===== src/rtl/rr_pkt_mux.sv =====
// rr_pkt_mux: packet-level N:1 stream mux sitting behind a round-robin arbiter
// with a registered grant. Port valids go straight to the arbiter as requests.
// One enable pulse is issued per packet. The granted port stays locked until
// its last beat is accepted. Beats pass through a single registered output
// stage with a valid/ready handshake.
module rr_pkt_mux #(
    parameter int PORTS  = 8,
    parameter int DWIDTH = 32
) (
    input  logic                       clk,
    input  logic                       rst,
    input  logic [PORTS-1:0]           in_valid,
    input  logic [PORTS*DWIDTH-1:0]    in_data,
    input  logic [PORTS-1:0]           in_last,
    output logic [PORTS-1:0]           in_ready,
    output logic [PORTS-1:0]           arb_request,
    output logic                       arb_enable,
    input  logic [PORTS-1:0]           arb_grant,
    input  logic [$clog2(PORTS)-1:0]   arb_grant_port,
    input  logic                       arb_grant_dv,
    output logic                       out_valid,
    output logic [DWIDTH-1:0]          out_data,
    output logic                       out_last,
    input  logic                       out_ready,
    output logic                       busy
);

    localparam int SW = $clog2(PORTS);

    typedef enum logic [1:0] {
        IDLE,
        GNT,
        XFER
    } state_t;

    state_t              state_q, state_d;
    logic [SW-1:0]       sel_q, sel_d;
    logic                out_valid_q, out_valid_d;
    logic [DWIDTH-1:0]   out_data_q, out_data_d;
    logic                out_last_q, out_last_d;

    logic                sel_valid;
    logic                sel_last;
    logic [DWIDTH-1:0]   sel_data;
    logic                out_free;
    logic                xfer;
    logic                accept;

    // The output register can take a new beat when empty or draining this cycle.
    assign out_free = ~out_valid_q | out_ready;
    assign xfer     = (state_q == XFER);
    assign accept   = xfer & out_free & sel_valid;

    assign arb_request = in_valid;
    assign busy        = (state_q != IDLE);
    assign out_valid   = out_valid_q;
    assign out_data    = out_data_q;
    assign out_last    = out_last_q;

    // Select the locked port's valid, last and data.
    always_comb begin
        sel_valid = 1'b0;
        sel_last  = 1'b0;
        sel_data  = '0;
        for (int unsigned p = 0; p < PORTS; p++) begin
            if (SW'(p) == sel_q) begin
                sel_valid = in_valid[p];
                sel_last  = in_last[p];
                sel_data  = in_data[p*DWIDTH +: DWIDTH];
            end
        end
    end

    // Only the locked port sees ready, and only while in XFER with output room.
    always_comb begin
        in_ready = '0;
        for (int unsigned p = 0; p < PORTS; p++) begin
            in_ready[p] = xfer & out_free & (SW'(p) == sel_q);
        end
    end

    // Packet FSM: arbitrate in IDLE, capture the grant in GNT, then hold the lock
    // in XFER until the last beat.
    always_comb begin
        state_d    = state_q;
        sel_d      = sel_q;
        arb_enable = 1'b0;
        unique case (state_q)
            IDLE: begin
                // Requests seen while reset is high must not start an arbitration.
                if ((|in_valid) && !rst) begin
                    arb_enable = 1'b1;
                    state_d    = GNT;
                end
            end
            GNT: begin
                if (arb_grant_dv && (|arb_grant)) begin
                    sel_d   = arb_grant_port;
                    state_d = XFER;
                end else if (arb_grant == '0) begin
                    state_d = IDLE;
                end
            end
            XFER: begin
                if (accept && sel_last) begin
                    state_d = IDLE;
                end
            end
            default: begin
                state_d = IDLE;
            end
        endcase
    end

    // Output stage next state: load on accept, drop valid once retired.
    always_comb begin
        out_valid_d = out_valid_q;
        out_data_d  = out_data_q;
        out_last_d  = out_last_q;
        if (accept) begin
            out_valid_d = 1'b1;
            out_data_d  = sel_data;
            out_last_d  = sel_last;
        end else if (out_ready) begin
            out_valid_d = 1'b0;
        end
    end

    // State, lock and output registers with synchronous reset.
    always_ff @(posedge clk) begin
        if (rst) begin
            state_q     <= IDLE;
            sel_q       <= '0;
            out_valid_q <= 1'b0;
            out_data_q  <= '0;
            out_last_q  <= 1'b0;
        end else begin
            state_q     <= state_d;
            sel_q       <= sel_d;
            out_valid_q <= out_valid_d;
            out_data_q  <= out_data_d;
            out_last_q  <= out_last_d;
        end
    end

endmodule


===== config.mk =====
export PLATFORM = sky130hd
export DESIGN_NAME = rr_pkt_mux
export DESIGN_NICKNAME = d
export VERILOG_FILES = /design/src/rtl/rr_pkt_mux.sv
export SDC_FILE = /design/constraint.sdc
export NUM_CORES = 1
export LEC_CHECK = 0
export CAP_MARGIN = 20
export CORE_AREA = 2 2 133 135
export DETAILED_ROUTE_END_ITERATION = 8
export DIE_AREA = 0 0 135 137
export DONT_BUFFER_PORTS = 1
export SYNTH_ARGS = -nofsm -noshare
export SYNTH_HDL_FRONTEND = slang
export SYNTH_SLANG_ARGS = --single-unit

===== constraint.sdc =====
create_clock -name clk -period 2.2 [get_ports clk]
set_input_delay 0.66 -clock clk [delete_from_list [all_inputs] [get_ports clk]]
set_output_delay 0.66 -clock clk [all_outputs]
set_load 0.005 [all_outputs]

# --- After elaboration in Yosys (flattened, before gate mapping) ---
# Cells that the tools add are included.
op_classes:
  n_mux: 33
  reduce_logical: 13
  n_eq_ne: 12
  n_bitwise: 12
ops:
  columns: ["operator", "count"]
  rows:
  - ["32-bit 2-to-1 mux", 8]
  - ["1-bit 2-to-1 mux", 20]
  - ["8-bit OR reduction", 2]
  - ["3-bit equality test (first input constant)", 4]
  - ["1-bit AND", 10]
  - ["8-bit logical NOT", 1]
  - ["2-bit 2-to-1 mux", 4]
  - ["2-bit by 3-bit equality test with 1-bit output (first input constant)", 2]
  - ["2-bit one-hot mux with 3 select lines", 1]
  - ["2-bit nonzero test", 2]
  - ["1-bit by 3-bit equality test with 1-bit output (first input constant)", 1]
  - ["1-bit logical AND", 3]
  - ["3-bit logical NOT", 1]
  - ["3-bit inequality test (second input constant)", 1]
  - ["3-bit AND reduction", 1]
  - ["2-bit by 1-bit equality test with 1-bit output (second input constant)", 1]
  - ["2-bit equality test (second input constant)", 1]
  - ["2-bit logical NOT", 1]
  - ["2-bit by 1-bit inequality test with 1-bit output (second input constant)", 1]
  - ["2-bit inequality test (second input constant)", 1]
  - ["2-bit AND reduction", 1]
  - ["1-bit logical NOT", 1]
  - ["1-bit NOT", 1]
  - ["1-bit OR", 1]
totals:
  in_bits: 287
  wordCells: 75
  out_inout_bits: 52
  ff_bits: 39

# --- Logic depth before layout (Yosys ltp) ---
# Gate-level depths: netlist (run 1).
logic_depth:
  depth_word: 13
  ltp_mapped: 9
  depth_no_buf: 5

# --- Worst setup path after synthesis (run 1) ---
# No wires, ideal clock.
synth_timing:
  path_type: "flip-flop to output port"
  from: "reg sel_q[0]"
  to: "out in_ready[1]"
  path_stages_with_launch: 7
  path_buffers: 4
  setup_slack_ps: 90
  arrival_time_ps: 1450
  required_time_ps: 1540
  cell_sequence: "dfxtp_1 -> buf_2 -> buf_2 -> inv_1 -> buf_2 -> clkbuf_1 -> nor4_1"
synth_via:
  elab_chain_len: 2
synth_rtl:
  columns: ["element", "line", "source"]
  rows:
  - ["from (decl)", "37", "logic [SW-1:0] sel_q, sel_d;"]
  - ["from (signal assigned)", "139", "sel_q <= sel_d;"]
  - ["1-bit by 3-bit equality test with 1-bit output", "78", "in_ready[p] = xfer & out_free & (SW'(p) == sel_q);"]
  - ["1-bit AND", "78", null]
  - ["to (decl)", "15", "output logic [PORTS-1:0] in_ready,"]
# No other way between the ends.

# --- Worst setup path after layout (run 1) ---
layout_timing:
  from: "reg sel_q[1]"
  to: "out in_ready[5]"
layout_via:
  elab_chain_len: 2
layout_rtl:
  columns: ["element", "line"]
  rows:
  - ["3-bit equality test", "78"]
  - ["1-bit AND", "78"]
# No other way between the ends.

==> summary.md, run 1 <==
| Metric | Value |
|---|---|
| Syn Nets | `~810` |
| Slowest cell on crit path | `dfxtp_4` |
| Share of layout cells above drive strength 1 | `between 15 and 20%` |
| Worst Max-Slew Pin Slew | `roughly 640 ps` |
| FF-to-FF Start | `sel_q[1]$_SDFFE_PP0P_` |
| Fin util | `roughly 27%` |
| Cell Area, Synth | `0.00407 mm2` |
| Max Slew Vio Count | `0` |
| CTS buffer count | `5` |
| Clock transition at path regs | `roughly 60 ps` |
| Clk_skew | `about 5.6 ps` |
| Drt total wl | `18100 um` |
| Sequential-to-total area share from yosys stat | `between 10% and 20%` |
| Sequential cell area | `792 um2` |
| Clock Tree Buf Depth | `2` |
| IO Port Bufs | `0` |
| Placement Cell Area | `0.00432 mm2` |
| Synth area leaders | `dfxtp_1, mux2i_1, mux4_2` |
| WP data required | `~1500 ps` |
| Worst-path maximum fanout | `21` |
| Top Usage Layer GRT | `met2` |
| Antenna Nets Post-Route | `0` |
| GRT met3 Usage | `between 5 and 6%` |
| Initial antenna violation count | `4` |
| Post-route cell area | `0.00461 mm2` |
| Ys async rst share | `0%` |
| Drt first pass iters | `4` |
| Gr ovfl total | `0` |
| GPL Wtd Cong | `0.863` |
| Crit-path leading delay family | `buffers and inverters` |
| Initial core utilization | `around a quarter` |
| H-tree Lvls | `2` |
| TritonCTS clock tree | `yes` |
| Count of cell types in the netlist | `41` |
| Worst stage delay on the critical path | `roughly 450 ps` |
| Worst reg2reg path depth | `6` |
| Worst Setup SP | `sel_q[1]$_SDFFE_PP0P_` |
| Worst hold slack | `445 ps` |
| Worst r2r dst | `out_data[11]$_SDFFE_PP0P_` |
| Cell taking the most area after synthesis | `dfxtp_1` |
| Most numerous cell in the Yosys netlist | `nand2_1` |
| Final Hold Viols | `0` |
| Top cell type's share of synthesized area | `about a fifth` |
| Die X | `between 100 and 150 um` |
| Die area | `0.0185 mm2` |
| Status | `completed` |
| Pleak | `1.31 nW` |
| DR vias/cell | `between 5 and 6` |
| Gr usage total | `roughly 18%` |
| M1 GR Usage | `between 20% and 30%` |
| Crit share post-route | `between 90% and 100%` |
| Vias | `4182` |
| Kind of critical path | `flip-flop to output pin` |
| CORE AREA | `around 0.017 mm2` |
| Clock sink count | `39` |
| Multi-input logic area | `slightly above 0.003 mm2` |
| Root buf cell | `clkbuf_16` |
| CP endpoint kind | `output pin` |
| Fmax achieved | `about 470 MHz` |
| Top Ports | `~340` |
| Fin cells | `736` |
| Cells after Synth | `526` |
| Final Critical Period | `around 2100 ps` |
| Most used cell, CP | `buf_4` |
| Maximum vdd drop | `around 0.00023 V` |
| Hold Buf Count CTS | `0` |
| Final setup viols | `0` |
| Detailed Route Iter0 Violations | `227` |
| Average cell area after synthesis | `between 7 and 8 um2` |
| # fillers | `about 1900` |
| CP bufs+invs | `2` |
| Hold path depth | `1` |
| Hold EP | `sel_q[2]$_SDFFE_PP0P_` |
| Relative slew slack | `56.9%` |
| Max Cap Violations | `0` |
| Crit path launch type | `flip-flop` |
| RSZ-0062 raised after global routing | `false` |
| Post-synth EDFFs | `0` |
| Synth warn | `0` |
| Grt met2 use | `33.3%` |
| HPWL Detailed | `~14000 um` |
| FF+latch count, synth | `39` |
| DIE HEIGHT | `between 100 and 150 um` |
| Vias in the first global route | `just over 4000` |
| Drt drc | `0` |
| Global-route wire length before repair | `24700 um` |
| Clock Latency Late Sink | `290 ps` |
| Worst hold path class | `primary input to flip-flop` |
| Syn-to-layout area delta | `13.2%` |
| Post-synth top cells | `nand2_1, a21oi_1, nor2_1` |
| Placed cells | `719` |
| PwrDens | `426 mW/mm2` |
| Critical Path AT | `~1500 ps` |
| CP Cell Sequence | `buf_4 > buf_4 > nor3_2` |
| FP Rows | `48` |
| Pin count of the biggest net entering global routing | `between 50 and 60` |
| Final #Nets | `a little under 800` |
| Hold path startpoint | `rst` |
| Routed wire length per instance | `24.6 um` |
| R2R setup slack | `between 100 and 150 ps` |
| Top_reg_cell synth | `dfxtp_1` |
kinds of logic after synthesis:
group / share of synthesized area (%)
and+or+nand+nor: 20.0
AOI/OAI and AO/OA: 27.9
muxes: 24.9
buffers and inverters: 7.99
DFF: 19.2
worst max path at each step:
stage	to	slack [ps]	depth (start not counted)
after global routing	in_ready[5]	8	3
after global placement	out_data[26]$_SDFFE_PP0P_	-230	6
after detailed placement	out_data[26]$_SDFFE_PP0P_	-240	6
final	in_ready[5]	70	3
after floorplan	in_ready[1]	90	6
after CTS	out_data[26]$_SDFFE_PP0P_	-20	6
placed cells by master, fill, tap and decap left out, types with 19 or more instances in the layout:
master	Yosys	routed
mux2i_1	45	45
mux4_2	19	19
o221ai_1	27	25
nand2_1	64	64
o21ai_0	20	20
nand2b_1	23	22
a21oi_1	49	49
buf_4	13	33
nor2_1	48	47
dfxtp_1	39	36
repair_timing:
item / 4_1_cts / 5_1_grt
endpoints found under the setup margin: 8 / 7
setup buffers: 3 / 3
gates resized for setup: 7 / 9
pin swaps: 2 / 0
worst register-to-register path, delay by kind of cell (launching register included):
kind | cells | cell delay [ps]
compound gates | 3 | 720
buf+inv | 1 | 340
flops | 1 | 450
simple gates | 1 | 70
mux | 1 | 380
state kept, by name, indices dropped and copies added (netlist names):
| register | flops |
|---|---|
| out_valid | 1 |
| sel_q | 3 |
| out_data | 32 |
| state_q | 2 |
| out_last | 1 |
area by class of cell:
| type | instances | area share (%) |
|---|---|---|
| multi-input cells | 421 | 65.7 |
| flip-flops and latches | 39 | 17.2 |
| repair buffers | 38 | 7.52 |
| well taps | 225 | 6.11 |
| clock buffers | 7 | 2.88 |
| inverters | 3 | 0.407 |
| diodes | 3 | 0.163 |
power by group:
group | leakage (nW) | switching [mW] | internal [mW]
Combinational | 0.924 | 0.252 | 0.237
Clock | 0.0640 | 0.307 | 0.416
Sequential | 0.318 | 0.0261 | 0.727
layer usage:
metal	share of wire, %	wire length, um
met5	0.072	13
met4	2.5	444
met3	9.5	1720
met2	51	9180
met1	37	6750
stage by stage:
step	TNS, ps	power, mW	setup slack [ps]
3_3_place_gp	-2550	1.24	-228
3_5_place_dp	-3640	1.24	-239
5_1_grt	0	2.08	7.69
4_1_cts	-46.6	1.99	-21.7
6_report	0	1.97	73.9
2_1_floorplan	0	1.14	90.1
Power figures use the tool's default switching activity.
==> inputs of run 2 (changes only) <==
--- a/config.mk
+++ b/config.mk
@@ -6,10 +6,13 @@
 export NUM_CORES = 1
 export LEC_CHECK = 0
 export CAP_MARGIN = 20
+export CELL_PAD_IN_SITES_DETAIL_PLACEMENT = 1
+export CELL_PAD_IN_SITES_GLOBAL_PLACEMENT = 1
 export CORE_AREA = 2 2 133 135
 export DETAILED_ROUTE_END_ITERATION = 8
 export DIE_AREA = 0 0 135 137
 export DONT_BUFFER_PORTS = 1
+export PLACE_DENSITY_LB_ADDON = 0.1
 export SYNTH_ARGS = -nofsm -noshare
 export SYNTH_HDL_FRONTEND = slang
 export SYNTH_SLANG_ARGS = --single-unit
==> run 2 against run 1 <==
Highest routed layer is now met4. Worst setup slack got worse by 8.9 ps. Final area up 3.2%. Clock skew shrank 1.7 ps. Sequential power about the same. Global-route usage rose by 0.11 points. Register-to-register slack better by 100 ps. Maximum frequency fell by 0.42%.
==> summary.md, run 2 (same netlist as run 1, synthesis figures left out) <==
| Metric | Value |
|---|---|
| Most common cell after layout, fill and taps aside | `nand2_1` |
| Sequential cell area | `a little under 800 um2` |
| TritonCTS clock tree | `yes` |
| RSZ-0062 raised after global routing | `false` |
| CTS buffer count | `5` |
| Gr ovfl total | `0` |
| Worst hold path class | `primary input to flip-flop` |
| GPL Wtd Cong | `about 0.75` |
| Worst stage delay on the critical path | `around 380 ps` |
| Drt total wl | `~18000 um` |
| ANT cells | `0` |
| DIE HEIGHT | `between 100 and 150 um` |
| Fmax achieved | `~470 MHz` |
| # fillers | `2030` |
| Status | `completed` |
| FF-to-FF Start | `sel_q[1]$_SDFFE_PP0P_` |
| CP endpoint kind | `output pin` |
| Crit-path leading delay family | `buffers and inverters` |
| Final #Nets | `800` |
| Final setup viols | `0` |
| Die X | `approximately 140 um` |
| R2R setup slack | `~230 ps` |
| Max Slew Vio Count | `0` |
| Clock Tree Buf Depth | `2` |
| Worst r2r dst | `out_data[20]$_SDFFE_PP0P_` |
| Gr usage total | `a little under a fifth` |
| HPWL Detailed | `between 10000 and 15000 um` |
| Slowest cell on crit path | `dfxtp_4` |
| IO Port Bufs | `0` |
| H-tree Lvls | `2` |
| Kind of critical path | `flip-flop to output pin` |
| Initial core utilization | `around a quarter` |
| Crit share post-route | `between 90% and 100%` |
| Hold path startpoint | `rst` |
| Global-route wire length before repair | `25900 um` |
| Syn-to-layout area delta | `16.8%` |
| Clock Latency Late Sink | `~290 ps` |
| Worst Setup SP | `sel_q[0]$_SDFFE_PP0P_` |
| Relative slew slack | `between 50% and 60%` |
| Critical Path AT | `roughly 1500 ps` |
| Die area | `approximately 0.018 mm2` |
| Setup TNS | `0 ps` |
| Placed cells | `713` |
| CP Cell Sequence | `buf_12 > buf_16 > clkinvlp_4 > nor4_4 > buf_4` |
| Pin count of the biggest net entering global routing | `53` |
| Final worst slack | `roughly 65 ps` |
| Clock sink count | `39` |
| Max Cap Violations | `0` |
| Vias | `approximately 4200` |
| CP bufs+invs | `4` |
| Routed wire length per instance | `~25 um` |
| Drt drc | `0` |
| Worst Max-Slew Pin Slew | `between 600 and 700 ps` |
| Fin cells | `739` |
| Worst reg2reg path depth | `8` |
| Final Critical Period | `2130 ps` |
| Pre-CTS setup slack | `-267 ps` |
| Maximum vdd drop | `0.000255 V` |
| Initial antenna violation count | `0` |
| Fin util | `roughly 28%` |
| Hold Buf Count CTS | `0` |
| Top Ports | `339` |
| Antenna Nets Post-Route | `0` |
| Multi-input logic area | `between 0.003 and 0.004 mm2` |
| WP data required | `roughly 1500 ps` |
| Commonest cells after routing, fill and taps aside | `nand2_1, a21oi_1, nor2_1` |
| DR vias/cell | `approximately 5.6` |
| Clock transition at path regs | `~60 ps` |
| Crit path launch type | `flip-flop` |
| Pleak | `about 1.4 nW` |
| CORE AREA | `~0.017 mm2` |
| Worst-path maximum fanout | `10` |
| Drt first pass iters | `4` |
| Share of layout cells above drive strength 1 | `roughly a fifth` |
| FP Rows | `between 40 and 50` |
| Vias in the first global route | `4420` |
| PwrDens | `about 430 mW/mm2` |
| Root buf cell | `clkbuf_16` |
| Clk_skew | `around 3.9 ps` |
| Final Hold Viols | `0` |
| Max FFs per register | `32` |
| Detailed Route Iter0 Violations | `approximately 170` |
| Hold EP | `sel_q[0]$_SDFFE_PP0P_` |
| Hold path depth | `1` |
[run 2: cell count changes in the layout (fill, tap and decap cells not counted), moves of 2 or more]
cell,change
diode_2,-3
buf_12,+3
o221ai_2,-2
clkbuf_8,+2
o221ai_1,+2
bufbuf_16,+2
[run 2: metal layers]
| metal | part of all wire [%] | global-route usage, % |
|---|---|---|
| met1 | 42 | 21.9 |
| met2 | 51 | 33.5 |
| met3 | 6.8 | 4.48 |
| met4 | 1.0 | 4.11 |
| met5 | 0 | 0 |
[run 2: cell type report]
type	instances	share of cell area (%)
Sequential cell	39	16.6
Multi-Input combinational cell	422	63.7
Inverter	3	0.395
Timing Repair Buffer	42	10.0
Tap cell	225	5.92
Clock buffer	8	3.29
[run 2: what timing repair did]
action                                  4_1_cts  5_1_grt
endpoints found under the setup margin       13       36
gates cloned                                  2        2
resized for setup                             8        7
pin swaps                                     9        2
buffers inserted                              4       10
[run 2: how the worst max path moves through the flow]
stage | endpoint | slack (ps) | depth (start not counted)
detailed placement | out_data[13]$_SDFFE_PP0P_ | -270 | 6
global route | in_ready[3] | 20 | 5
CTS | out_data[13]$_SDFFE_PP0P_ | -120 | 6
global placement | out_data[13]$_SDFFE_PP0P_ | -200 | 6
finish | in_ready[3] | 70 | 5
floorplan | in_ready[1] | 90 | 6
[run 2: where the power goes]
part	leakage [nW]	total, mW	internal (mW)	switching (mW)
Combinational	0.976	0.517	0.256	0.262
Sequential	0.318	0.752	0.727	0.0254
Clock	0.0772	0.788	0.483	0.305
[run 2: through the flow]
stage	power [mW]	hold slack (ps)	area [um2]
CTS	2.08	418	4600
global route	2.18	414	4760
finish	2.06	429	4760
global placement	1.23	472	4300
floorplan	1.14	448	4070
detailed placement	1.24	476	4300
==> inputs of run 3 (changes only) <==
--- a/config.mk
+++ b/config.mk
@@ -5,6 +5,7 @@
 export SDC_FILE = /design/constraint.sdc
 export NUM_CORES = 1
 export LEC_CHECK = 0
+export ABC_CLOCK_PERIOD_IN_PS = 2200
 export CAP_MARGIN = 20
 export CELL_PAD_IN_SITES_DETAIL_PLACEMENT = 1
 export CELL_PAD_IN_SITES_GLOBAL_PLACEMENT = 1
==> results of run 3 <==
The final DEF is identical to that of run 2; final timing and power are the same.
